[src/rtl/i2s_rx_pkg.sv]
`default_nettype none
// ============================================================================
//  Module      : i2s_rx_pkg
//  Description : Shared constants for the I2S capture path: receiver state
//                encoding, default sample width and word-select polarity.
//  Revision    : 1.0 - initial release
// ============================================================================
package i2s_rx_pkg;

    // Default number of bits kept per channel
    localparam int DEF_DATA_W = 16;

    // Word-select level identifying each channel
    localparam logic WS_LEFT  = 1'b0;
    localparam logic WS_RIGHT = 1'b1;

    // Receiver FSM state encoding (IDLE, LEFT, RIGHT)
    typedef logic [1:0] rx_state_t;
    localparam rx_state_t ST_IDLE  = 2'd0;
    localparam rx_state_t ST_LEFT  = 2'd1;
    localparam rx_state_t ST_RIGHT = 2'd2;

endpackage
`default_nettype wire

[src/rtl/i2s_rx_fifo.sv]
`default_nettype none
// ============================================================================
//  Module      : i2s_rx_fifo
//  Description : Single-clock FIFO with registered read data. A push into a
//                full FIFO is dropped unless a pop happens in the same cycle.
//  Revision    : 1.0 - initial release
// ============================================================================
module i2s_rx_fifo #(
    parameter int WIDTH = 32,
    parameter int DEPTH = 8
) (
    input  logic                     clk,
    input  logic                     rst,
    input  logic                     i_push,
    input  logic [WIDTH-1:0]         i_din,
    input  logic                     i_pop,
    output logic [WIDTH-1:0]         o_dout,
    output logic [$clog2(DEPTH):0]   o_level,
    output logic                     o_full,
    output logic                     o_empty
);

    localparam int AW = $clog2(DEPTH);
    localparam logic [AW:0] C_DEPTH = (AW+1)'(DEPTH);

    logic [WIDTH-1:0] r_mem [DEPTH];
    logic [AW-1:0]    r_wr_ptr;
    logic [AW-1:0]    r_rd_ptr;
    logic [AW:0]      r_level;
    logic [WIDTH-1:0] r_dout;
    logic             w_pop_ok;
    logic             w_push_ok;

    assign o_empty   = (r_level == '0);
    assign o_full    = (r_level == C_DEPTH);
    assign o_level   = r_level;
    assign o_dout    = r_dout;
    // A pop frees the slot the simultaneous push lands in
    assign w_pop_ok  = i_pop & ~o_empty;
    assign w_push_ok = i_push & (~o_full | w_pop_ok);

    // Storage array; contents are don't-care while empty, so no reset
    always_ff @(posedge clk) begin
        if (w_push_ok) begin
            r_mem[r_wr_ptr] <= i_din;
        end
    end

    // Pointers (power-of-two depth wraps naturally), occupancy and read data
    always_ff @(posedge clk) begin
        if (rst) begin
            r_wr_ptr <= '0;
            r_rd_ptr <= '0;
            r_level  <= '0;
            r_dout   <= '0;
        end else begin
            if (w_push_ok) begin
                r_wr_ptr <= r_wr_ptr + AW'(1);
            end
            if (w_pop_ok) begin
                r_rd_ptr <= r_rd_ptr + AW'(1);
                r_dout   <= r_mem[r_rd_ptr];
            end
            case ({w_push_ok, w_pop_ok})
                2'b10:   r_level <= r_level + (AW+1)'(1);
                2'b01:   r_level <= r_level - (AW+1)'(1);
                default: r_level <= r_level;
            endcase
        end
    end

endmodule
`default_nettype wire

[src/rtl/i2s_rx.sv]
`default_nettype none
// ============================================================================
//  Module      : i2s_rx
//  Description : I2S slave receiver. Oversamples BCK/WS/DIN on the system
//                clock, deserialises left/right slots MSB first and pushes
//                each stereo pair into a small FIFO.
//  Revision    : 1.0 - initial release
// ============================================================================
module i2s_rx
    import i2s_rx_pkg::*;
#(
    parameter int DATA_W      = DEF_DATA_W,
    parameter int FIFO_DEPTH  = 8,
    parameter int SYNC_STAGES = 2
) (
    input  logic                          clk,
    input  logic                          rst,
    input  logic                          enable,
    input  logic                          adc_bck,
    input  logic                          adc_ws,
    input  logic                          adc_din,
    input  logic                          rd_en,
    output logic [2*DATA_W-1:0]           rd_data,
    output logic                          rd_empty,
    output logic [$clog2(FIFO_DEPTH):0]   fifo_level,
    output logic                          overflow,
    output logic                          frame_err,
    input  logic                          clr_flags
);

    localparam int CW = $clog2(DATA_W + 1);
    localparam logic [CW-1:0] C_SLOT_FULL = CW'(DATA_W);

    logic [SYNC_STAGES-1:0] r_bck_sync;
    logic [SYNC_STAGES-1:0] r_ws_sync;
    logic [SYNC_STAGES-1:0] r_din_sync;
    logic                   r_bck_prev;
    logic                   r_ws_prev;

    rx_state_t              r_state;
    logic [CW-1:0]          r_count;
    logic [DATA_W-1:0]      r_shift;
    logic [DATA_W-1:0]      r_left;
    logic                   r_push;
    logic [2*DATA_W-1:0]    r_push_data;
    logic                   r_overflow;
    logic                   r_frame_err;

    logic                   w_bck_s;
    logic                   w_ws_s;
    logic                   w_din_s;
    logic                   w_bck_rise;
    logic                   w_ws_edge;
    logic [CW-1:0]          w_count_inc;
    logic [DATA_W-1:0]      w_shift_dat;
    logic                   w_slot_ok;
    rx_state_t              w_state_nxt;
    logic                   w_slot_start;
    logic                   w_latch_left;
    logic                   w_push_req;
    logic                   w_ferr_set;
    logic                   w_fifo_push;
    logic                   w_fifo_full;
    logic                   w_drop;

    assign w_bck_s    = r_bck_sync[SYNC_STAGES-1];
    assign w_ws_s     = r_ws_sync[SYNC_STAGES-1];
    assign w_din_s    = r_din_sync[SYNC_STAGES-1];
    assign w_bck_rise = w_bck_s & ~r_bck_prev;
    assign w_ws_edge  = (w_ws_s != r_ws_prev);

    // Equal-length synchronisers keep BCK, WS and DIN mutually aligned
    always_ff @(posedge clk) begin
        if (rst) begin
            r_bck_sync <= '0;
            r_ws_sync  <= '0;
            r_din_sync <= '0;
            r_bck_prev <= 1'b0;
            r_ws_prev  <= 1'b0;
        end else begin
            for (int i = SYNC_STAGES - 1; i > 0; i--) begin
                r_bck_sync[i] <= r_bck_sync[i-1];
                r_ws_sync[i]  <= r_ws_sync[i-1];
                r_din_sync[i] <= r_din_sync[i-1];
            end
            r_bck_sync[0] <= adc_bck;
            r_ws_sync[0]  <= adc_ws;
            r_din_sync[0] <= adc_din;
            r_bck_prev    <= w_bck_s;
            // WS history tracks even while disabled so re-enable sees no false edge
            if (w_bck_rise) begin
                r_ws_prev <= w_ws_s;
            end
        end
    end

    // Slot framing: next state and actions for the current BCK rise
    always_comb begin
        w_count_inc  = (r_count < C_SLOT_FULL) ? r_count + CW'(1) : r_count;
        // Bits beyond DATA_W are not shifted, so the MSBs survive truncation
        w_shift_dat  = (r_count < C_SLOT_FULL) ? {r_shift[DATA_W-2:0], w_din_s} : r_shift;
        w_slot_ok    = (w_count_inc == C_SLOT_FULL);
        w_state_nxt  = r_state;
        w_slot_start = 1'b0;
        w_latch_left = 1'b0;
        w_push_req   = 1'b0;
        w_ferr_set   = 1'b0;
        if (!enable) begin
            w_state_nxt = ST_IDLE;
        end else if (w_bck_rise) begin
            case (r_state)
                ST_IDLE: begin
                    if (w_ws_edge && (w_ws_s == WS_LEFT)) begin
                        w_state_nxt  = ST_LEFT;
                        w_slot_start = 1'b1;
                    end
                end
                ST_LEFT: begin
                    if (w_ws_edge && (w_ws_s == WS_RIGHT)) begin
                        if (w_slot_ok) begin
                            w_state_nxt  = ST_RIGHT;
                            w_latch_left = 1'b1;
                            w_slot_start = 1'b1;
                        end else begin
                            w_state_nxt = ST_IDLE;
                            w_ferr_set  = 1'b1;
                        end
                    end
                end
                ST_RIGHT: begin
                    if (w_ws_edge && (w_ws_s == WS_LEFT)) begin
                        // This edge rise also opens the next left slot
                        w_state_nxt  = ST_LEFT;
                        w_slot_start = 1'b1;
                        w_push_req   = w_slot_ok;
                        w_ferr_set   = ~w_slot_ok;
                    end
                end
                default: w_state_nxt = ST_IDLE;
            endcase
        end
    end

    // FSM state, bit counter, shift/latch registers and the registered push
    always_ff @(posedge clk) begin
        if (rst) begin
            r_state     <= ST_IDLE;
            r_count     <= '0;
            r_shift     <= '0;
            r_left      <= '0;
            r_push      <= 1'b0;
            r_push_data <= '0;
        end else begin
            r_state <= w_state_nxt;
            r_push  <= w_push_req;
            if (w_push_req) begin
                r_push_data <= {r_left, w_shift_dat};
            end
            if (w_latch_left) begin
                r_left <= w_shift_dat;
            end
            if (w_slot_start) begin
                r_count <= '0;
                r_shift <= '0;
            end else if (enable && w_bck_rise && (r_state != ST_IDLE)) begin
                r_count <= w_count_inc;
                r_shift <= w_shift_dat;
            end
        end
    end

    assign w_fifo_push = r_push & enable;
    assign w_drop      = w_fifo_push & w_fifo_full & ~(rd_en & ~rd_empty);

    // Sticky status flags; a set in the same cycle as a clear wins
    always_ff @(posedge clk) begin
        if (rst) begin
            r_overflow  <= 1'b0;
            r_frame_err <= 1'b0;
        end else begin
            r_overflow  <= w_drop     | (r_overflow  & ~clr_flags);
            r_frame_err <= w_ferr_set | (r_frame_err & ~clr_flags);
        end
    end

    assign overflow  = r_overflow;
    assign frame_err = r_frame_err;

    i2s_rx_fifo #(
        .WIDTH (2*DATA_W),
        .DEPTH (FIFO_DEPTH)
    ) u_fifo (
        .clk     (clk),
        .rst     (rst),
        .i_push  (w_fifo_push),
        .i_din   (r_push_data),
        .i_pop   (rd_en),
        .o_dout  (rd_data),
        .o_level (fifo_level),
        .o_full  (w_fifo_full),
        .o_empty (rd_empty)
    );

endmodule
`default_nettype wire

[config.mk]
export PLATFORM = sky130hd
export DESIGN_NAME = i2s_rx
export DESIGN_NICKNAME = d
export VERILOG_FILES = /design/src/rtl/i2s_rx_pkg.sv /design/src/rtl/i2s_rx_fifo.sv /design/src/rtl/i2s_rx.sv
export SDC_FILE = /design/constraint.sdc
export NUM_CORES = 1
export LEC_CHECK = 0
export CORE_MARGIN = 4
export CORE_UTILIZATION = 50
export DETAILED_ROUTE_END_ITERATION = 16
export PLACE_DENSITY = 0.67
export SYNTH_ARGS = -nofsm -noshare
export SYNTH_HDL_FRONTEND = slang
export SYNTH_SLANG_ARGS = --single-unit
[constraint.sdc]
create_clock -name clk -period 13.6 [get_ports clk]
set_clock_uncertainty 0.2 [all_clocks]
set_input_delay 1.36 -clock clk [delete_from_list [all_inputs] [get_ports clk]]
set_output_delay 1.36 -clock clk [all_outputs]
set_load 0.005 [all_outputs]
==> results.py, run 1 <==
metrics = {
    "run_status": {
        "outcome": "finished, final reports clean",
    },
    "synthesis": {
        "synth-edff-count": 256,
        "synthMostInstantiatedCell": "sky130_fd_sc_hd__edfxtp_1",
        "synth-seq-area-share_pct": 70.98,
        "netlist_top_cells_count": "sky130_fd_sc_hd__edfxtp_1, sky130_fd_sc_hd__dfxtp_1, sky130_fd_sc_hd__nor2_1, sky130_fd_sc_hd__mux2i_1, sky130_fd_sc_hd__a211oi_1",
        "synth.top_cells.by_area": "sky130_fd_sc_hd__edfxtp_1, sky130_fd_sc_hd__dfxtp_1, sky130_fd_sc_hd__mux4_2",
        "ys.warnings.count": 0,
        "yosys_register_bits": 380,
        "ys_async_sr_fraction_pct": 0,
        "ys.flop_type": "sky130_fd_sc_hd__edfxtp_1",
        "yosys.cell_types.count": 39,
        "synth_area_mm2": 0.01433,
        "synth_cells": 867,
        "synth_area_leader": "sky130_fd_sc_hd__edfxtp_1",
        "synth_top_area_share_pct": 53.65,
        "synth.net_count": 886,
        "syn-mean-instance-area_um2": 16.53,
    },
    "flow_run": {
        "max-cap-violations": 0,
    },
    "route": {
        "vias_per_cell": 5.539,
        "drt-initial-drc-count": 512,
        "wire_per_inst_um": 19.54,
        "route.antenna.remaining_nets": 0,
        "finalWirelength_um": 25920,
        "drcViolationCount": 0,
        "num_vias": 7350,
        "drt_first_pass_iters": 4,
    },
    "layout": {
        "drive_above_1_share_pct": 16.75,
        "nNetsFinal": 939,
        "areaGrowthSynthToFinish_pct": 15.29,
        "finalNonFillerCells": 1327,
        "antenna-diode-count": 0,
        "finalInstanceArea_mm2": 0.01652,
    },
    "critical_path": {
        "rr_worst_depth": 10,
        "criticalPathCategory": "input port to register",
        "worst-endpoint-required_ns": 13.84,
        "timing.critical_path.fanout_max": 6,
        "crit-reg2reg-launch": "u_fifo.o_level[0]$_SDFFE_PP0P_",
        "worst_setup_path_endpoint": "u_fifo.o_level[3]$_SDFFE_PP0P_",
        "setup.worst_path.start_class": "input port",
        "timing.reg2reg.setup_slack_ns": 10.58,
        "beginning_of_the_critical_path": "enable",
        "cp_data_arrival_time_ns": 4.07,
        "endpoint_kind": "register",
        "timing.rr.end": "u_fifo.o_level[3]$_SDFFE_PP0P_",
    },
    "placement": {
        "routabilityCongestion": 0.7321,
        "port-buffer-count": 46,
        "post_dp_cell_area_mm2": 0.01526,
        "placedCellCount": 1257,
        "detailed_place_hpwl_um": 14280,
    },
    "sta": {
        "final-max-slew-violation-count": 0,
        "period_minus_slack_ns": 3.829,
        "clock.fmax_mhz": 261.2,
        "worst_pin_slew_ns": 1.096,
        "setup-tns-final_ns": 0,
        "grt_setup_unrepaired": "false",
        "report.final.hold_viol_count": 0,
        "report.final.setup_viol": 0,
        "relSlewSlack_pct": 26.74,
        "final_period_util_pct": 28.15,
    },
    "cts": {
        "cts.path.max_buffers": 3,
        "h-tree-depth": 2,
        "clk_pin_slew_worst_paths_ns": 0.06,
        "cts_post_setup_buffers_inserted": 0,
        "ctsRootBufferMaster": "sky130_fd_sc_hd__clkbuf_16",
        "cts-buffers-inserted": 39,
        "clk_latency_ns": 0.51,
        "cts_tree": "done",
        "postCtsHoldBufs": 0,
        "numClockSinks": 380,
        "cts-resized-gates": 0,
    },
    "power_and_ir_drop": {
        "cellLeakagePower_nw": 5.655,
        "power-per-cell-area_mw_per_mm2": 136.6,
        "vdd_ir_drop_max_mv": 0.08144,
    },
    "floorplan": {
        "dieHeight_um": 177.3,
        "fp-row-count": 61,
        "core_area_mm2": 0.02801,
        "dieArea_mm2": 0.03143,
        "die-width_um": 177.3,
        "initial_utilization_pct": 51.15,
        "io-pin-count": 47,
    },
    "global_routing": {
        "pin_count_of_the_biggest_net_entering_global_routing": 69,
        "gr-max-usage-layer": "met2",
        "grt_usage_pct": 17.01,
        "gr-usage-met1_pct": 24.14,
        "wire_length_of_the_first_global_routing_pass_um": 41420,
        "global_route.usage.met3_pct": 2.799,
        "antenna_found_initial": 0,
        "grtUsageMet2_pct": 27.59,
        "grt_pass1_vias": 7491,
        "grt.overflow.total": 0,
    },
    "hold_path": {
        "timing.hold.worst.class": "register to register",
        "hold_path_startpoint": "r_din_sync[0]$_SDFF_PP0_",
    },
}
cells by family (layout without fill, tap and decap cells):
group	after synthesis	after routing	synth area share [%]
simple gates	175	175	5.283
mux	148	148	15.96
xor+xnor	10	10	0.6113
buf+inv	58	140	1.668
flops	380	380	70.98
compound gates	85	85	4.480
fa+ha+maj	11	11	1.013
per-layer routing:
metal  routed length [µm]  part of all wire, %  vias up
met5                    0                    0        -
met1                11910                   46     3712
met3                 1017                  3.9       48
met2                12400                   48      138
met4                  592                  2.3        0
li1                     -                    -     3452
sequential cells by signal, indices dropped and copies added, names as in the netlist:
register         cells
r_state              2
r_count              5
overflow             1
u_fifo.r_wr_ptr      3
u_fifo.o_dout       32
r_push               1
u_fifo.r_mem       256
r_ws_prev            1
u_fifo.o_level       4
r_shift             16
r_bck_sync           2
r_ws_sync            2
u_fifo.r_rd_ptr      3
frame_err            1
r_left              16
r_push_data         32
r_din_sync           2
r_bck_prev           1
per-stage QoR:
stage	utilization (%)	hold slack (ns)	setup WS (ns)	total power, mW
after floorplan	-	0.2138	7.904	1.251
after global routing	58.97	0.2498	9.559	2.330
after CTS	58.97	0.2369	9.796	2.278
after global placement	54.47	0.2216	9.282	1.255
after detailed placement	54.47	0.2231	9.249	1.255
final	58.97	0.2333	9.771	2.256
worst min path at each step:
stage	to	cells after the start
4_1_cts	r_bck_sync[1]$_SDFF_PP0_	1
3_3_place_gp	r_din_sync[1]$_SDFF_PP0_	1
2_1_floorplan	r_bck_sync[1]$_SDFF_PP0_	1
5_1_grt	r_bck_sync[1]$_SDFF_PP0_	1
6_report	r_din_sync[1]$_SDFF_PP0_	1
3_5_place_dp	r_bck_sync[1]$_SDFF_PP0_	1
area by class of cell:
type | count | area, µm²
multi-input combinational | 429 | 4005
clock buffer | 54 | 1155
sequential | 380 | 10180
timing repair buffer | 61 | 570.5
clock inverter | 16 | 105.1
inverter | 9 | 33.78
fill | 2155 | 11490
tap | 378 | 473.0
critical path, stage by stage:
cell and delay [ns]:
sky130_fd_sc_hd__clkdlybuf4s50_1 0.56, sky130_fd_sc_hd__nand2_1 0.09, sky130_fd_sc_hd__a31oi_1 0.36, sky130_fd_sc_hd__inv_1 0.24
sky130_fd_sc_hd__ha_1 0.29, sky130_fd_sc_hd__ha_1 0.27, sky130_fd_sc_hd__a21o_1 0.17, sky130_fd_sc_hd__a21oi_1 0.17
sky130_fd_sc_hd__xnor2_1 0.10, sky130_fd_sc_hd__or3_1 0.31, sky130_fd_sc_hd__a21oi_1 0.14
layout by cell type (no fill, tap or decap), drive strengths merged, types with 12 or more instances in the layout:
| cell | n |
|---|---|
| clkdlybuf4s50 | 45 |
| nand2 | 12 |
| mux2i | 83 |
| clkinv | 14 |
| nor2 | 123 |
| buf | 16 |
| edfxtp | 256 |
| dfxtp | 124 |
| mux4 | 64 |
| clkbuf | 54 |
| a211oi | 65 |
power by group:
group,leakage [nW],total [mW],internal (mW),switching [mW]
sequential,3.98,1.22,1.22,0.000386
clock,0.626,1.03,0.611,0.415
combinational,1.05,0.0112,0.00322,0.00801
total,5.65,2.26,1.83,0.423
Note: power is estimated with default switching activity, not from simulation.
==> inputs of run 2 (changes only) <==
Clock period 13.6 ns to 3.7 ns, I/O delays scaled along.
==> run 2 against run 1 <==
Net effect: sequential share of layout area shrank 0.43 points; sequential cell count is the same; largest power group unchanged; final cell count is 0.45% higher; critical path depth did not move; non-clock buffer count grew 6; die area unchanged.
==> results.py, run 2 (synthesized netlist as in run 1, its figures left out) <==
metrics = {
    "power_and_ir_drop": {
        "logic_pwr_share_pct": 0.5,
        "vdd_ir_drop_max_mv": 0.2862,
        "power-per-cell-area_mw_per_mm2": 505.3,
        "cell_internal_pwr_mw": 6.854,
        "pwr-share-seq_pct": 53.3,
        "net-switching-power_mw": 1.552,
        "clock_power_share_pct": 46.2,
        "cellLeakagePower_nw": 5.698,
        "power.switching_fraction_pct": 18.46,
    },
    "sta": {
        "clock.fmax_mhz": 362.6,
        "relSlewSlack_pct": 41.00,
        "worst_pin_slew_ns": 0.8851,
        "setup-tns-final_ns": 0,
        "report.final.setup_viol": 0,
        "grt_setup_unrepaired": "false",
        "final-max-slew-violation-count": 0,
        "final_period_util_pct": 74.54,
        "report.final.hold_viol_count": 0,
        "period_minus_slack_ns": 2.758,
    },
    "cts": {
        "postCtsHoldBufs": 0,
        "h-tree-depth": 2,
        "cts-resized-gates": 0,
        "cts_post_setup_buffers_inserted": 0,
        "clk_latency_ns": 0.52,
        "cts-buffers-inserted": 39,
        "cts_tree": "done",
        "numClockSinks": 380,
        "clk_pin_slew_worst_paths_ns": 0.06,
        "cts.path.max_buffers": 3,
        "ctsRootBufferMaster": "sky130_fd_sc_hd__clkbuf_16",
    },
    "hold_path": {
        "holdPathStages": 2,
        "timing.hold.worst.class": "input port to register",
    },
    "layout": {
        "top_register": "u_fifo.r_mem",
        "largest_register_ffs": 256,
        "antenna-diode-count": 0,
        "areaGrowthSynthToFinish_pct": 16.09,
        "final_common_cell": "sky130_fd_sc_hd__edfxtp_1",
        "nNetsFinal": 945,
        "layout.cells.most_common_list": "sky130_fd_sc_hd__edfxtp_1, sky130_fd_sc_hd__dfxtp_1, sky130_fd_sc_hd__nor2_1, sky130_fd_sc_hd__mux2i_1",
        "drive_above_1_share_pct": 16.86,
        "finalInstanceArea_mm2": 0.01663,
        "number_of_fillers_in_the_final_layout": 2146,
    },
    "global_routing": {
        "grt_usage_pct": 17.33,
        "grt.overflow.total": 0,
        "pin_count_of_the_biggest_net_entering_global_routing": 68,
        "wire_length_of_the_first_global_routing_pass_um": 42200,
        "antenna_found_initial": 0,
        "grt_pass1_vias": 7408,
    },
    "critical_path": {
        "endpoint_kind": "register",
        "timing.critical_path.fanout_max": 6,
        "setup.worst_path.start_class": "register",
        "cp_data_arrival_time_ns": 3.01,
        "criticalPathCategory": "register to register",
        "worst-endpoint-required_ns": 3.95,
        "rr_worst_depth": 11,
    },
    "route": {
        "num_vias": 7256,
        "route.antenna.remaining_nets": 0,
        "drcViolationCount": 0,
        "drt-initial-drc-count": 482,
        "finalWirelength_um": 26340,
        "drt_first_pass_iters": 5,
        "wire_per_inst_um": 19.76,
        "vias_per_cell": 5.443,
    },
    "floorplan": {
        "core_area_mm2": 0.02801,
        "io-pin-count": 47,
        "fp-row-count": 61,
        "dieArea_mm2": 0.03143,
        "dieHeight_um": 177.3,
        "initial_utilization_pct": 51.15,
        "die-width_um": 177.3,
    },
    "placement": {
        "routabilityCongestion": 0.7331,
        "detailed_place_hpwl_um": 14370,
        "post_dp_cell_area_mm2": 0.01534,
        "port-buffer-count": 46,
    },
    "flow_run": {
        "max-cap-violations": 0,
    },
    "run_status": {
        "outcome": "finished, final reports clean",
    },
}
[run 2: cell types whose count changed in the layout (fill, tap and decap cells not counted), sizes merged]
| cell | delta |
|---|---|
| clkinv | -2 |
| bufinv | +2 |
| clkinvlp | -1 |
| buf | +6 |
| clkbuf | +1 |
[run 2: through the flow]
step,instances,setup WS [ns],util [%],power (mW),hold slack (ns)
finish,1333,0.9420,59.38,8.405,0.09086
global route,1333,0.7349,59.38,8.700,0.09923
detailed placement,1263,0.5176,54.78,4.612,0.2251
floorplan,867,-0.2546,-,4.596,0.2138
CTS,1333,0.9056,59.38,8.497,0.07634
global placement,1263,0.5871,54.78,4.613,0.2222
[run 2: critical path, stage by stage, from the launching register on]
cell	delay, ns
sky130_fd_sc_hd__dfxtp_1	0.36
sky130_fd_sc_hd__nor3_1	0.27
sky130_fd_sc_hd__a31oi_1	0.12
sky130_fd_sc_hd__buf_4	0.16
sky130_fd_sc_hd__inv_1	0.23
sky130_fd_sc_hd__ha_1	0.25
sky130_fd_sc_hd__ha_1	0.24
sky130_fd_sc_hd__a21o_1	0.18
sky130_fd_sc_hd__a21oi_1	0.16
sky130_fd_sc_hd__xnor2_1	0.08
sky130_fd_sc_hd__or3_1	0.30
sky130_fd_sc_hd__a21oi_1	0.13
[run 2: routing by layer]
| layer | vias up | wire length [µm] | track usage [%] |
|---|---|---|---|
| li1 | 3464 | - | - |
| met1 | 3621 | 12040 | 25.13 |
| met2 | 145 | 12690 | 27.65 |
| met3 | 26 | 1218 | 3.226 |
| met4 | 0 | 388 | 4.093 |
| met5 | - | 0 | 0 |
[run 2: layout make-up]
type	instances	area, µm²	share of cell area, %
sequential	380	10180	61.18
multi-input combinational	429	4020	24.17
clock buffer	55	1149	6.905
timing repair buffer	67	640.6	3.851
tap	378	473.0	2.843
clock inverter	15	141.4	0.8500
inverter	9	33.78	0.2031
[run 2: path summary, 6_finish.rpt]
kind                                   from                              end  slack, ns
min reg2reg        r_bck_sync[0]$_SDFF_PP0_         r_bck_sync[1]$_SDFF_PP0_       0.24
max reg2reg  u_fifo.o_level[0]$_SDFFE_PP0P_   u_fifo.o_level[3]$_SDFFE_PP0P_       0.94
min                                     rst  u_fifo.r_wr_ptr[0]$_SDFFE_PP0P_       0.09
max          u_fifo.o_level[0]$_SDFFE_PP0P_   u_fifo.o_level[3]$_SDFFE_PP0P_       0.94
[run 2: power groups by stage]
| stage | Clock, mW | Combinational [mW] | Sequential, mW |
|---|---|---|---|
| floorplan | 0 | 0.0253 | 4.57 |
| global placement | 0 | 0.0420 | 4.57 |
| detailed placement | 0 | 0.0418 | 4.57 |
| CTS | 3.98 | 0.0419 | 4.48 |
| global route | 4.18 | 0.0449 | 4.48 |
| finish | 3.88 | 0.0408 | 4.48 |
